$ cat src/rtl/i2s_pkg.sv
// Shared types and constants for the I2S transmit sequencer and its slot counter.
package i2s_pkg;

  typedef enum logic [1:0] {
    IDLE  = 2'd0,
    PRIME = 2'd1,
    RUN   = 2'd2
  } state_e;

  localparam int   WIDTH_DEFAULT = 16;
  localparam logic CH_LEFT       = 1'b0;
  localparam logic CH_RIGHT      = 1'b1;

endpackage

$ cat src/rtl/i2s_slot_counter.sv
// Bit/channel position within an I2S frame: WIDTH bits per word, left then right.
module i2s_slot_counter
  import i2s_pkg::*;
#(
  parameter int WIDTH = WIDTH_DEFAULT
) (
  input  logic bclk,
  input  logic reset,
  input  logic cnt_en_i,
  input  logic clr_i,
  output logic ch_o,
  output logic word_start_o,
  output logic frame_last_o
);

  localparam int            CW   = (WIDTH > 1) ? $clog2(WIDTH) : 1;
  localparam logic [CW-1:0] LAST = CW'(WIDTH - 1);

  logic [CW-1:0] bit_cnt_q;
  logic          ch_q;

  // Bit position advances every enabled edge; channel flips on the word wrap.
  always_ff @(posedge bclk or posedge reset) begin
    if (reset) begin
      bit_cnt_q <= '0;
      ch_q      <= CH_LEFT;
    end else if (clr_i) begin
      bit_cnt_q <= '0;
      ch_q      <= CH_LEFT;
    end else if (cnt_en_i) begin
      if (bit_cnt_q == LAST) begin
        bit_cnt_q <= '0;
        ch_q      <= ~ch_q;
      end else begin
        bit_cnt_q <= bit_cnt_q + CW'(1);
      end
    end else begin
      bit_cnt_q <= bit_cnt_q;
    end
  end

  assign ch_o         = ch_q;
  assign word_start_o = (bit_cnt_q == '0);
  assign frame_last_o = (ch_q == CH_RIGHT) && (bit_cnt_q == LAST);

endmodule

$ cat src/rtl/i2s_tx_sequencer.sv
// I2S transmit frame sequencer: pair handshake, word load strobes, lrclk, done, underrun.
// Optional 16-bit saturating underrun event counter when I2S_TX_UNDERRUN_CNT_EN is defined.
module i2s_tx_sequencer
  import i2s_pkg::*;
#(
  parameter int WIDTH            = WIDTH_DEFAULT,
  parameter int ZERO_ON_UNDERRUN = 0
) (
  input  logic             bclk,
  input  logic             reset,
  input  logic             enable_i,
  input  logic [WIDTH-1:0] l_data_i,
  input  logic [WIDTH-1:0] r_data_i,
  input  logic             s_valid_i,
  output logic             s_ready_o,
  output logic             act_o,
  output logic [WIDTH-1:0] word_out_o,
  output logic             lrclk_o,
  output logic             done_o,
  output logic             underrun_o
`ifdef I2S_TX_UNDERRUN_CNT_EN
  ,
  output logic [15:0]      underrun_cnt_o
`endif
);

  state_e           state_q;
  logic [WIDTH-1:0] l_hold_q;
  logic [WIDTH-1:0] r_hold_q;
  logic             underrun_q;

  logic run_s;
  logic ch_s;
  logic word_start_s;
  logic frame_last_s;
  logic take_s;

  assign run_s = (state_q == RUN);

  i2s_slot_counter #(
    .WIDTH(WIDTH)
  ) u_slot (
    .bclk        (bclk),
    .reset       (reset),
    .cnt_en_i    (run_s),
    .clr_i       (!run_s),
    .ch_o        (ch_s),
    .word_start_o(word_start_s),
    .frame_last_o(frame_last_s)
  );

  // Pair is offered in PRIME and, if the run continues, on the last bit of each frame.
  assign take_s = (state_q == PRIME) || (run_s && frame_last_s && enable_i);

  // Frame FSM plus hold registers; holds only move on a handshake slot.
  always_ff @(posedge bclk or posedge reset) begin
    if (reset) begin
      state_q    <= IDLE;
      l_hold_q   <= '0;
      r_hold_q   <= '0;
      underrun_q <= 1'b0;
    end else begin
      case (state_q)
        IDLE: begin
          if (enable_i) state_q <= PRIME;
          else          underrun_q <= 1'b0;
        end
        PRIME: state_q <= RUN;
        RUN: begin
          if (frame_last_s && !enable_i) state_q <= IDLE;
          else                           state_q <= RUN;
        end
        default: state_q <= IDLE;
      endcase
      if (take_s) begin
        if (s_valid_i) begin
          l_hold_q <= l_data_i;
          r_hold_q <= r_data_i;
        end else begin
          underrun_q <= 1'b1;
          if (ZERO_ON_UNDERRUN != 0) begin
            l_hold_q <= '0;
            r_hold_q <= '0;
          end
        end
      end
    end
  end

`ifdef I2S_TX_UNDERRUN_CNT_EN
  logic [15:0] underrun_cnt_q;

  // Saturating count of missed pairs; only reset clears it.
  always_ff @(posedge bclk or posedge reset) begin
    if (reset) begin
      underrun_cnt_q <= 16'h0000;
    end else if (take_s && !s_valid_i && (underrun_cnt_q != 16'hFFFF)) begin
      underrun_cnt_q <= underrun_cnt_q + 16'h0001;
    end else begin
      underrun_cnt_q <= underrun_cnt_q;
    end
  end

  assign underrun_cnt_o = underrun_cnt_q;
`endif

  assign s_ready_o  = take_s;
  assign act_o      = run_s && word_start_s;
  assign lrclk_o    = run_s && ch_s;
  assign word_out_o = run_s ? (ch_s ? r_hold_q : l_hold_q) : '0;
  assign done_o     = run_s && frame_last_s;
  assign underrun_o = underrun_q;

endmodule

$ cat config.mk
export PLATFORM = sky130hd
export DESIGN_NAME = i2s_tx_sequencer
export DESIGN_NICKNAME = d
export VERILOG_FILES = /design/src/rtl/i2s_pkg.sv /design/src/rtl/i2s_slot_counter.sv /design/src/rtl/i2s_tx_sequencer.sv
export SDC_FILE = /design/constraint.sdc
export NUM_CORES = 1
export LEC_CHECK = 0
export BUFFER_PORTS_ARGS = -buffer_cell sky130_fd_sc_hd__buf_2
export CAP_MARGIN = 20
export CORE_MARGIN = 2
export CORE_UTILIZATION = 38
export CTS_BUF_LIST = sky130_fd_sc_hd__clkbuf_8
export DETAILED_ROUTE_END_ITERATION = 12
export PLACE_DENSITY = 0.62
export SLEW_MARGIN = 20
export SYNTH_ARGS = -nofsm -noshare
export SYNTH_HDL_FRONTEND = slang
export SYNTH_HIERARCHICAL = 1
export SYNTH_SLANG_ARGS = --single-unit
export TNS_END_PERCENT = 30
$ cat constraint.sdc
create_clock -name bclk -period 2 [get_ports bclk]
set_input_delay 0.4 -clock bclk [delete_from_list [all_inputs] [get_ports bclk]]
set_output_delay 0.4 -clock bclk [all_outputs]
set_load 0.05 [all_outputs]
==> results.py <==
metrics = {
    "run_status": {
        "status": "complete, no violations",
    },
    "routing": {
        "drt_iter0_markers": 65,
        "drt_wl_total_um": 4050,
        "via_count": 1372,
        "via_per_inst": 4.67,
        "antenna_left": 0,
        "wl_per_cell_um": 13.8,
        "drc": 0,
        "drt_pass1_iterations": 4,
    },
    "final_layout": {
        "antennaDiodeCount": 0,
        "area_growth_pct": 27.9,
        "nets": 261,
        "final_common_cell": "buf_2",
        "fillers": 453,
        "drive_above_1_share_pct": 50.9,
        "layout_common_cells": "48 x buf_2, 40 x dfrtp_1, 30 x mux2_4, 20 x nor2_1, 17 x mux2i_1",
        "post-route-util_pct": 50.7,
    },
    "yosys": {
        "syn_avg_cell_area_um2": 13.2,
        "synthTopCellsByArea": "dfrtp_1 49%, mux2_4 22%, mux2i_1 8.3%",
        "synth_warnings": 6,
        "synth_nets": 193,
        "ys_ff_latch": 40,
        "yosysUniqueCellTypes": 28,
        "syn_inst": 155,
        "synth_top_area_share_pct": 48.8,
        "synth_top_cell_by_area": "dfrtp_1",
        "seq_area_frac_synth_pct": 48.8,
        "syn_area_um2": 2050,
    },
    "clocking": {
        "insertion_delay_ps": 290,
        "clkTransAtPathRegs_ps": 70,
        "htree_levels": 2,
        "cts_inserted_buffers": 5,
        "clockBufferDepth": 2,
        "cts_tree": "done",
        "cts_sinks": 40,
        "cts-root-buf": "clkbuf_8",
    },
    "critical_path": {
        "rr_endpoint": "l_hold_q[10]",
        "cp.required_ps": 1600,
        "setup.worst_path.end_class": "output pin",
        "critPathKind": "reg2out",
        "r2r-start": "u_slot/bit_cnt_q[1]",
        "critical_path.max_fanout": 2,
        "r2r_slack_ps": 100,
        "cp.arrival_ps": 1530,
        "rr_worst_depth": 8,
        "worstSetupStartpointType": "flop",
    },
    "power": {
        "intPower_w": 0.00238,
        "pwr-share-clk_pct": 16.6,
        "cellPowerDensity_nw_per_um2": 1480,
        "p_seq_share_pct": 35.9,
        "switching_power_w": 0.00151,
        "peakVddDrop_mv": 0.696,
        "pwr-share-comb_pct": 47.4,
        "switching_share_pct": 38.7,
        "p_leak_nw": 1.31,
    },
    "timing": {
        "tightest_slew_ps": 444,
        "fin_worst_skew_ps": 4.48,
        "fin_crit_sh_pct": 96.7,
        "finalSetupViolations": 0,
        "fin_setup_tns_ps": 0,
        "finalHoldViolations": 0,
        "max_freq_ghz": 0.517,
        "rsz0062_at_grt": "true",
        "min_period_ps": 1930,
        "slew_violations": 0,
        "whs_ps": 318,
        "worst_slack_ps": 66.1,
        "maxSlewHeadroom_pct": 70.4,
    },
    "floorplanning": {
        "die_area_um2": 6000,
        "rows": 26,
        "die_w_um": 77.5,
        "start_util_pct": 39.7,
        "io_pins": 57,
        "core_um2": 5170,
        "die_h_um": 77.5,
    },
    "grt": {
        "antenna_found_initial": 0,
        "globalRouteTotalUtil_pct": 14.6,
        "overflow": 0,
        "grt_start_max_net_pins": 36,
        "grt_pass1_wl_um": 6790,
        "grt_pass1_vias": 1404,
    },
    "min_path": {
        "min_to": "l_hold_q[7]",
        "holdCritStartpoint": "l_data_i[7]",
        "holdCritPathClass": "in2reg",
        "whs_path_depth": 2,
    },
    "placed_design": {
        "post-place-ws_ps": 65.2,
        "place.gp.congestion": 0.787,
        "place_hpwl_um": 2760,
        "io_buffers": 56,
    },
    "job": {
        "drv_cap": 0,
    },
}
==> worst max-delay path, cell delays in order, from the launching register on <==
cell     delay, ps
dfrtp_1        390
ha_4           160
nand3_4         80
nor2_4         110
and4b_4        250
nor2_2          30
inv_1           60
buf_6          150
==> cell type report <==
cell class	instances	area (µm²)	share of cell area, %
Clock buffer	5	68.8	2.62
Clock inverter	3	38.8	1.48
Sequential cell	40	1000	38.1
Tap cell	70	87.6	3.34
Multi-Input combinational cell	102	991	37.8
Inverter	7	28.8	1.10
Timing Repair Buffer	67	409	15.6
==> stage by stage <==
stage / cells / area (µm²) / total power, W
6_report: 294 / 2630 / 0.00389
3_5_place_dp: 281 / 2400 / 0.00320
3_3_place_gp: 281 / 2400 / 0.00317
2_1_floorplan: 155 / 2050 / 0.00283
5_1_grt: 294 / 2630 / 0.00412
4_1_cts: 293 / 2570 / 0.00388
==> worst max-delay path by stage <==
stage / start / end / slack [ps] / cells past startpoint
2_1_floorplan: state_q[0] / word_out_o[10] / -120 / 4
3_3_place_gp: u_slot/bit_cnt_q[1] / s_ready_o / 120 / 7
3_5_place_dp: u_slot/bit_cnt_q[1] / s_ready_o / 70 / 7
4_1_cts: u_slot/bit_cnt_q[0] / s_ready_o / 5 / 7
5_1_grt: u_slot/bit_cnt_q[1] / s_ready_o / -30 / 7
6_report: u_slot/bit_cnt_q[1] / s_ready_o / 70 / 7
==> layer usage <==
metal  share of wire, %  track usage [%]  up-vias
met5                  0                0        -
li1                   -                -      665
met4                1.5             5.36        0
met3                5.2             4.77        6
met1                 44             18.4      667
met2                 49             23.4       34
==> registers in the layout (all words and copies together), names as in the netlist <==
signal            count
u_slot/ch_o           1
underrun_o            1
u_slot/bit_cnt_q      4
r_hold_q             16
state_q               2
l_hold_q             16
==> power by group through the flow <==
| stage | clock network, W | logic [W] | registers (W) |
|---|---|---|---|
| final | 0.000646 | 0.00184 | 0.00140 |
| after global routing | 0.000696 | 0.00198 | 0.00145 |
| after CTS | 0.000672 | 0.00182 | 0.00140 |
| after detailed placement | 0 | 0.00179 | 0.00141 |
| after global placement | 0 | 0.00177 | 0.00140 |
| after floorplan | 0 | 0.00144 | 0.00138 |
==> cell families after synthesis <==
group	Yosys count	share of synthesized area, %
multiplexers	49	31.3
AND/OR/NAND/NOR	41	10.2
flip-flops	40	48.8
buffers and inverters	13	4.94
AO/OA/AOI/OAI	8	2.62
XOR/XNOR	2	0.854
adder cells (fa/ha/maj)	2	1.22
==> cells in the mapped netlist <==
cell,count
nor2b_2,1
and4b_4,1
o21ai_4,1
a21oi_1,3
o21ai_0,3
or2b_1,1
nor3b_1,2
nand2b_1,1
nand4_1,1
a21o_1,1
inv_2,2
mux2_1,2
nor4bb_1,1
ha_1,2
inv_1,5
nand2_1,3
dfrtp_1,40
mux2i_1,17
buf_12,3
and2b_1,1
nor2_1,22
xnor2_1,1
nand3_1,3
and2_1,3
xor2_1,1
buf_2,3
or4_1,1
mux2_4,30
==> repair_timing <==
item	4_1_cts	5_1_grt
pin swaps	3	1
setup buffers	3	1
resized for setup	7	16
hold buffers	1	0
hold endpoints to repair	5	0
setup endpoints to repair	18	15
No activity file was read; power rests on OpenSTA's default activity.
